`config.mk`:
```
export PLATFORM = sky130hd
export DESIGN_NAME = qbert_cube_tracker
export DESIGN_NICKNAME = d
export VERILOG_FILES = /design/src/rtl/qbert_pkg.sv /design/src/rtl/cube_popcount.sv /design/src/rtl/qbert_cube_tracker.sv
export SDC_FILE = /design/constraint.sdc
export NUM_CORES = 1
export LEC_CHECK = 0
export CAP_MARGIN = 20
export CORE_MARGIN = 8
export CORE_UTILIZATION = 50
export DETAILED_ROUTE_END_ITERATION = 10
export HOLD_SLACK_MARGIN = 0.02
export PLACE_DENSITY = 0.88
export SLEW_MARGIN = 0
export SYNTH_ARGS = -nofsm -noshare
export SYNTH_HDL_FRONTEND = slang
export SYNTH_SLANG_ARGS = --single-unit
```
`constraint.sdc`:
```
create_clock -name CLK_33 -period 11.7 [get_ports CLK_33]
set_input_delay 2.34 -clock CLK_33 [delete_from_list [all_inputs] [get_ports CLK_33]]
set_output_delay 2.34 -clock CLK_33 [all_outputs]
set_load 0.02 [all_outputs]
```
`src/rtl/qbert_pkg.sv`:
```
// qbert_pkg: shared constants, FSM encoding and register map for the cube tracker.
package qbert_pkg;
  localparam int N_CUBE = 28;
  typedef enum logic [2:0] {
    ST_IDLE    = 3'd0,
    ST_ARMED   = 3'd1,
    ST_SETTLE  = 3'd2,
    ST_CAPTURE = 3'd3,
    ST_UPDATE  = 3'd4,
    ST_DONE    = 3'd5
  } state_t;
  localparam logic [1:0] A_COLOR  = 2'd0;
  localparam logic [1:0] A_STATUS = 2'd1;
  localparam logic [1:0] A_CTRL   = 2'd2;
  localparam int C_ARM    = 0;
  localparam int C_CLEAR  = 1;
  localparam int C_ACK    = 2;
  localparam int C_DISARM = 3;
  localparam int SB_COUNT = 0;
  localparam int SB_IDX   = 8;
  localparam int SB_MISS  = 16;
  localparam int SB_DONE  = 17;
  localparam int SB_STATE = 24;
endpackage

```
`src/rtl/cube_popcount.sv`:
```
// cube_popcount: combinational population count of the cube colour vector.
module cube_popcount #(
  parameter int N = 28
) (
  input  logic [N-1:0] vec,
  output logic [4:0]   cnt
);
  always_comb begin
    cnt = '0;
    for (int i = 0; i < N; i++) cnt = cnt + 5'(vec[i]);
  end
endmodule

```
`src/rtl/qbert_cube_tracker.sv`:
```
// qbert_cube_tracker: marks landed cubes, counts them and exposes state over Avalon-MM.
// Define CUBE_TOGGLE_EN to make a repeat landing clear the cube instead of leaving it set.
module qbert_cube_tracker
  import qbert_pkg::*;
#(
  parameter int N_CUBE = qbert_pkg::N_CUBE,
  parameter int SETTLE = 2
) (
  input  logic              CLK_33,
  input  logic              reset,
  input  logic [N_CUBE-1:0] position_qb,
  input  logic              done_move,
  output logic [N_CUBE-1:0] color_state,
  output logic [4:0]        n_colored,
  output logic              level_done,
  input  logic [1:0]        avs_address,
  input  logic              avs_read,
  input  logic              avs_write,
  input  logic [31:0]       avs_writedata,
  output logic [31:0]       avs_readdata
);
  state_t            state_q, state_d;
  logic [7:0]        settle_q, settle_d;
  logic              done_d_q;
  logic              hit_q, hit_d;
  logic [4:0]        landed_idx_q, landed_idx_d;
  logic              miss_q, miss_d;
  logic [N_CUBE-1:0] color_state_q, color_state_d;
  logic [4:0]        n_colored_q, n_colored_d;
  logic              level_done_q, level_done_d;
  logic [31:0]       avs_readdata_q, avs_readdata_d;
  logic [3:0]        ctrl;
  logic              color_wr, override, rise, one_hot, mark, full_d;
  logic [4:0]        pos_idx;
  logic [N_CUBE-1:0] bit_vec, marked;
  logic [31:0]       status;
  logic              unused_wd;

  assign unused_wd = ^avs_writedata[31:N_CUBE];
  assign bit_vec   = N_CUBE'(1) << landed_idx_q;
`ifdef CUBE_TOGGLE_EN
  assign marked = color_state_q ^ bit_vec;
`else
  assign marked = color_state_q | bit_vec;
`endif

  cube_popcount #(.N(N_CUBE)) u_pop (.vec(color_state_d), .cnt(n_colored_d));

  always_comb begin
    ctrl     = (avs_write && avs_address == A_CTRL) ? avs_writedata[3:0] : 4'd0;
    color_wr = avs_write && avs_address == A_COLOR;
    override = color_wr | ctrl[C_CLEAR];
    rise     = done_move & ~done_d_q;
    one_hot  = |position_qb && ((position_qb & (position_qb - N_CUBE'(1))) == '0);
    pos_idx  = '0;
    for (int i = 0; i < N_CUBE; i++) if (position_qb[i]) pos_idx = 5'(i);
    // A bus write to the colour vector in the UPDATE cycle pre-empts the landing entirely.
    mark          = state_q == ST_UPDATE && hit_q && !override;
    color_state_d = color_wr ? avs_writedata[N_CUBE-1:0] : ctrl[C_CLEAR] ? '0 : mark ? marked : color_state_q;
    landed_idx_d  = (state_q == ST_CAPTURE && one_hot) ? pos_idx : landed_idx_q;
    hit_d         = state_q == ST_CAPTURE ? one_hot : hit_q;
    miss_d        = !ctrl[C_ACK] && (miss_q || (state_q == ST_UPDATE && !hit_q && !override));
    full_d        = n_colored_d == 5'(N_CUBE);
    level_done_d  = (level_done_q && !ctrl[C_ACK]) || (full_d && n_colored_q != 5'(N_CUBE));
    state_d  = state_q;
    settle_d = settle_q;
    case (state_q)
      ST_IDLE:    if (ctrl[C_ARM]) state_d = ST_ARMED;
      ST_ARMED:   if (rise) begin
        state_d  = ST_SETTLE;
        settle_d = '0;
      end
      ST_SETTLE:  if (settle_q == 8'(SETTLE - 1)) state_d = ST_CAPTURE;
                  else settle_d = settle_q + 8'd1;
      ST_CAPTURE: state_d = ST_UPDATE;
      ST_UPDATE:  state_d = full_d ? ST_DONE : ST_ARMED;
      ST_DONE:    if (ctrl[C_ACK]) state_d = ST_ARMED;
      default:    state_d = ST_IDLE;
    endcase
    if (ctrl[C_DISARM]) state_d = ST_IDLE;
    status                   = '0;
    status[SB_COUNT +: 5]    = n_colored_q;
    status[SB_IDX +: 5]      = landed_idx_q;
    status[SB_MISS]          = miss_q;
    status[SB_DONE]          = level_done_q;
    status[SB_STATE +: 3]    = state_q;
    avs_readdata_d = !avs_read ? avs_readdata_q :
                     avs_address == A_COLOR  ? 32'(color_state_q) :
                     avs_address == A_STATUS ? status : 32'd0;
  end

  always_ff @(posedge CLK_33 or negedge reset) begin
    if (!reset) begin
      state_q        <= ST_IDLE;
      settle_q       <= '0;
      done_d_q       <= 1'b0;
      hit_q          <= 1'b0;
      landed_idx_q   <= '0;
      miss_q         <= 1'b0;
      color_state_q  <= '0;
      n_colored_q    <= '0;
      level_done_q   <= 1'b0;
      avs_readdata_q <= '0;
    end else begin
      state_q        <= state_d;
      settle_q       <= settle_d;
      done_d_q       <= done_move;
      hit_q          <= hit_d;
      landed_idx_q   <= landed_idx_d;
      miss_q         <= miss_d;
      color_state_q  <= color_state_d;
      n_colored_q    <= n_colored_d;
      level_done_q   <= level_done_d;
      avs_readdata_q <= avs_readdata_d;
    end
  end

  assign color_state  = color_state_q;
  assign n_colored    = n_colored_q;
  assign level_done   = level_done_q;
  assign avs_readdata = avs_readdata_q;
endmodule

```
==> impl_metrics.prom <==
# TYPE chip_impl_metric gauge
chip_impl_metric{name="placementRows",unit=""} 36
chip_impl_metric{name="cp_data_arrival_time",unit="ps"} 10210
chip_impl_metric{name="timing.critical_path.fanout_max",unit=""} 21
chip_impl_metric{name="initial_core_util",unit="%"} 51.1
chip_impl_info{name="hp-class",value="reg -> reg"} 1
chip_impl_metric{name="chipHeight",unit="µm"} 116
chip_impl_metric{name="postSynthAreaPerCell",unit="µm²"} 9.08
chip_impl_metric{name="viasPerCell",unit=""} 5.78
chip_impl_info{name="postSynth.topFlopCell",value="sky130_fd_sc_hd__dfrtp_1"} 1
chip_impl_metric{name="postRouteAntennaNets",unit=""} 0
chip_impl_info{name="tritoncts",value="built"} 1
chip_impl_metric{name="final.setup.tns",unit="ps"} 0
chip_impl_metric{name="grt_pass1_wl",unit="µm"} 24900
chip_impl_metric{name="p_r_area_growth_vs_syn",unit="%"} 31.5
chip_impl_metric{name="die-area",unit="mm²"} 0.0134
chip_impl_metric{name="num_vias",unit=""} 4617
chip_impl_metric{name="hold_buffers",unit=""} 0
chip_impl_metric{name="timing_worst_slew_pin_value",unit="ps"} 1050
chip_impl_metric{name="fmax",unit="MHz"} 101
chip_impl_metric{name="synth_fa_ha_area_share",unit="%"} 10.8
chip_impl_info{name="cts-root-buf",value="sky130_fd_sc_hd__clkbuf_8"} 1
chip_impl_metric{name="route.detailed.drc",unit=""} 0
chip_impl_info{name="worstSetupPathType",value="in -> reg"} 1
chip_impl_info{name="grt_setup_unrepaired",value="false"} 1
chip_impl_metric{name="io_pins",unit=""} 133
chip_impl_metric{name="cts_max_path_buffers",unit=""} 2
chip_impl_metric{name="ys_warn_count",unit=""} 0
chip_impl_info{name="ys_top_cells_by_area",value="sky130_fd_sc_hd__dfrtp_1 41%, sky130_fd_sc_hd__fa_1 8.1%, sky130_fd_sc_hd__o21ai_0 6.0%, sky130_fd_sc_hd__inv_1 4.6%, sky130_fd_sc_hd__nand2_1 4.2%"} 1
chip_impl_metric{name="async_reset_ff_share",unit="%"} 100
chip_impl_metric{name="gr-usage-all-layers",unit="%"} 24.0
chip_impl_metric{name="timing.final.crit_period",unit="ps"} 9940
chip_impl_metric{name="yosysUniqueCellTypes",unit=""} 59
chip_impl_metric{name="timing.slew.headroom",unit="%"} 29.6
chip_impl_metric{name="final_hold_viol_count",unit=""} 0
chip_impl_info{name="setup.worst_path.end_class",value="flip-flop"} 1
chip_impl_metric{name="filler_cell_count",unit=""} 788
chip_impl_metric{name="setup-violations-final",unit=""} 0
chip_impl_metric{name="detail_route.first_pass.iterations",unit=""} 5
chip_impl_metric{name="worst_ir_drop_vdd",unit="V"} 0.000412
chip_impl_metric{name="synth.mux.area_fraction",unit="%"} 4.76
chip_impl_metric{name="yosys.area_share.simple",unit="%"} 15.9
chip_impl_metric{name="timing.final.max_slew_violations",unit=""} 0
chip_impl_metric{name="ys_ff_latch",unit=""} 81
chip_impl_metric{name="critPathRequiredTime",unit="ps"} 11970
chip_impl_metric{name="post_synth_xor_area_fraction",unit="%"} 0.529
chip_impl_metric{name="grt_start_max_net_pins",unit=""} 82
chip_impl_metric{name="post-cts-setup-buffers",unit=""} 0
chip_impl_metric{name="clk-insertion-delay-late",unit="ps"} 350
chip_impl_info{name="start_kind",value="input pin"} 1
chip_impl_metric{name="drive_gt1_share",unit="%"} 4.65
chip_impl_metric{name="synth_top_cell_area_share",unit="%"} 40.8
chip_impl_metric{name="io_buffers",unit=""} 124
chip_impl_metric{name="global_route.overflow_total",unit=""} 0
chip_impl_metric{name="drv_cap",unit=""} 0
chip_impl_metric{name="grt_pass1_vias",unit=""} 4676
chip_impl_metric{name="detail_route.wl_per_cell",unit="µm"} 19.5
chip_impl_info{name="run_status",value="complete, no violations"} 1
chip_impl_metric{name="synth-edff-count",unit=""} 0
chip_impl_metric{name="final.setup_skew",unit="ps"} 8.42
chip_impl_metric{name="path_clk_slew",unit="ps"} 80
chip_impl_metric{name="drtIter0Drc",unit=""} 497
chip_impl_metric{name="placeableCoreArea",unit="mm²"} 0.00973
chip_impl_metric{name="final_cells",unit=""} 799
chip_impl_metric{name="diodes",unit=""} 0
chip_impl_metric{name="htreeDepth",unit=""} 3
chip_impl_metric{name="finalWirelength",unit="µm"} 15600
chip_impl_metric{name="detailedPlacementHpwl",unit="µm"} 12100
chip_impl_metric{name="floorplan.die.width",unit="µm"} 116
chip_impl_metric{name="synth-compound-area-share",unit="%"} 19.9
chip_impl_metric{name="power-per-cell-area",unit="mW/mm²"} 224
chip_impl_info{name="synth_largest_area_cell",value="sky130_fd_sc_hd__dfrtp_1"} 1
chip_impl_metric{name="ctsResizeCount",unit=""} 0
chip_impl_metric{name="clock_sinks",unit=""} 81
chip_impl_metric{name="numCtsBuffers",unit=""} 9
chip_impl_info{name="synth_top_family_by_area",value="compound AO/OA/AOI/OAI gates"} 1
chip_impl_metric{name="final_net_count",unit=""} 759
chip_impl_metric{name="synth.cell_area",unit="mm²"} 0.00497
chip_impl_metric{name="fin_crit_sh",unit="%"} 84.9
chip_impl_metric{name="initial_antenna_violation_count",unit=""} 0
chip_impl_metric{name="cell_leakage_power",unit="nW"} 2.77
chip_impl_metric{name="post_synth_inst_count",unit=""} 547
chip_impl_metric{name="gp_congestion",unit=""} 0.906
chip_impl_metric{name="placed_cells",unit=""} 782
chip_impl_metric{name="sequential_to_total_area_share_from_yosys_stat",unit="%"} 40.8
[final timing paths]
| kind | from | to | slack (ps) | cells after the start |
|---|---|---|---|---|
| setup reg to reg | state_q[1] | state_q[2] | 4250 | 25 |
| hold / removal | miss_q | miss_q | 500 | 1 |
| max in group asynchronous | reset | avs_readdata[19] | 9320 | 2 |
| setup / recovery | avs_address[0] | state_q[2] | 1760 | 26 |
| min in group asynchronous | reset | settle_q[7] | 1790 | 1 |
| hold reg to reg | miss_q | miss_q | 500 | 1 |
[layer usage]
metal,vias up,GRT usage (%),routed length [µm]
met1,2248,30.4,6570
met3,36,4.69,1090
met5,-,0,0
li1,2147,-,-
met2,186,39.8,7480
met4,0,9.42,457
[through the flow]
step	power (mW)	cell area, µm²	hold slack [ps]	worst slack [ps]	util, %
floorplan	0.978	4980	452	3160	-
global placement	1.19	6280	477	1750	64.5
detailed placement	1.24	6280	484	1560	64.5
CTS	1.47	6510	502	1870	66.9
global route	1.62	6530	513	1310	67.2
finish	1.47	6530	502	1760	67.2
[registers in the layout (all words and copies together) (netlist names)]
| register | flops |
|---|---|
| n_colored | 5 |
| miss_q | 1 |
| avs_readdata | 28 |
| done_d_q | 1 |
| state_q | 3 |
| settle_q | 8 |
| hit_q | 1 |
| landed_idx_q | 5 |
| level_done | 1 |
| color_state | 28 |
[layout by cell type, fill, tap and decap left out, types with 6 or more instances in the layout]
cell type / synthesis / final
sky130_fd_sc_hd__fa_1: 20 / 20
sky130_fd_sc_hd__nor2_1: 26 / 26
sky130_fd_sc_hd__clkbuf_8: 0 / 10
sky130_fd_sc_hd__o21a_1: 14 / 14
sky130_fd_sc_hd__clkdlybuf4s50_1: 0 / 123
sky130_fd_sc_hd__dfrtp_1: 81 / 81
sky130_fd_sc_hd__and3_1: 7 / 7
sky130_fd_sc_hd__mux2i_1: 18 / 18
sky130_fd_sc_hd__inv_1: 61 / 61
sky130_fd_sc_hd__a21oi_1: 35 / 35
sky130_fd_sc_hd__o22ai_1: 16 / 16
sky130_fd_sc_hd__nor4_1: 6 / 6
sky130_fd_sc_hd__nand2_1: 55 / 55
sky130_fd_sc_hd__ha_1: 11 / 11
sky130_fd_sc_hd__nand3_1: 9 / 9
sky130_fd_sc_hd__o21ai_0: 60 / 60
sky130_fd_sc_hd__nor3_1: 15 / 15
[where the power goes]
| part | switching (mW) | leakage [nW] | internal, mW |
|---|---|---|---|
| logic | 0.470 | 1.59 | 0.377 |
| registers | 0.0497 | 1.06 | 0.337 |
| clock network | 0.106 | 0.113 | 0.127 |
[logic make-up (layout without fill, tap and decap cells)]
family                   Yosys count  in the layout
AO/OA/AOI/OAI                    162            162
multiplexers                      22             22
buffers and inverters             89            205
flip-flops                        81             81
AND/OR/NAND/NOR                  158            158
XOR/XNOR                           3              3
adder cells (fa/ha/maj)           31             31
other                              1              4
[synth_stat cells (3+ instances only)]
| library cell | count |
|---|---|
| sky130_fd_sc_hd__clkbuf_1 | 22 |
| sky130_fd_sc_hd__o22ai_1 | 16 |
| sky130_fd_sc_hd__ha_1 | 11 |
| sky130_fd_sc_hd__buf_4 | 4 |
| sky130_fd_sc_hd__nand2_1 | 55 |
| sky130_fd_sc_hd__a21oi_1 | 35 |
| sky130_fd_sc_hd__o31ai_1 | 3 |
| sky130_fd_sc_hd__or4_1 | 4 |
| sky130_fd_sc_hd__fa_1 | 20 |
| sky130_fd_sc_hd__a31oi_1 | 5 |
| sky130_fd_sc_hd__nor2b_1 | 5 |
| sky130_fd_sc_hd__inv_1 | 61 |
| sky130_fd_sc_hd__nor4_1 | 6 |
| sky130_fd_sc_hd__o21ai_0 | 60 |
| sky130_fd_sc_hd__mux2_4 | 3 |
| sky130_fd_sc_hd__nor3b_1 | 4 |
| sky130_fd_sc_hd__and3_1 | 7 |
| sky130_fd_sc_hd__o21bai_1 | 3 |
| sky130_fd_sc_hd__nor2_1 | 26 |
| sky130_fd_sc_hd__nor3_1 | 15 |
| sky130_fd_sc_hd__or3_1 | 3 |
| sky130_fd_sc_hd__nand4_1 | 5 |
| sky130_fd_sc_hd__a2111oi_0 | 4 |
| sky130_fd_sc_hd__a21o_1 | 3 |
| sky130_fd_sc_hd__dfrtp_1 | 81 |
| sky130_fd_sc_hd__xnor2_1 | 3 |
| sky130_fd_sc_hd__o21a_1 | 14 |
| sky130_fd_sc_hd__or2_2 | 3 |
| sky130_fd_sc_hd__nand3_1 | 9 |
| sky130_fd_sc_hd__mux2i_1 | 18 |
| sky130_fd_sc_hd__nand2b_1 | 4 |
[critical path: stages]
cell	delay, ps
sky130_fd_sc_hd__clkdlybuf4s50_1	1170
sky130_fd_sc_hd__nor2b_1	250
sky130_fd_sc_hd__o21a_1	410
sky130_fd_sc_hd__nor3b_1	390
sky130_fd_sc_hd__nor2b_1	340
sky130_fd_sc_hd__a21oi_1	120
sky130_fd_sc_hd__o21ai_0	340
sky130_fd_sc_hd__fa_1	470
sky130_fd_sc_hd__inv_1	80
sky130_fd_sc_hd__fa_1	410
sky130_fd_sc_hd__inv_1	90
sky130_fd_sc_hd__fa_1	430
sky130_fd_sc_hd__fa_1	510
sky130_fd_sc_hd__fa_1	530
sky130_fd_sc_hd__inv_1	60
sky130_fd_sc_hd__fa_1	490
sky130_fd_sc_hd__inv_1	50
sky130_fd_sc_hd__fa_1	380
sky130_fd_sc_hd__inv_1	80
sky130_fd_sc_hd__fa_1	190
sky130_fd_sc_hd__inv_1	50
sky130_fd_sc_hd__a21o_1	150
sky130_fd_sc_hd__a21oi_1	170
sky130_fd_sc_hd__xnor2_1	200
sky130_fd_sc_hd__nand4_1	280
sky130_fd_sc_hd__a21oi_1	220
[area by class of cell]
cell class                 count  area (µm²)  area share (%)
multi-input combinational    380        2590            39.7
sequential                    81        2030            31.0
timing repair buffer         128        1290            19.7
inverter                      61         229            3.50
tap                          133         166            2.55
clock buffer                  10         138            2.11
clock inverter                 6        90.1            1.38
Note: power is estimated with default switching activity, not from simulation.
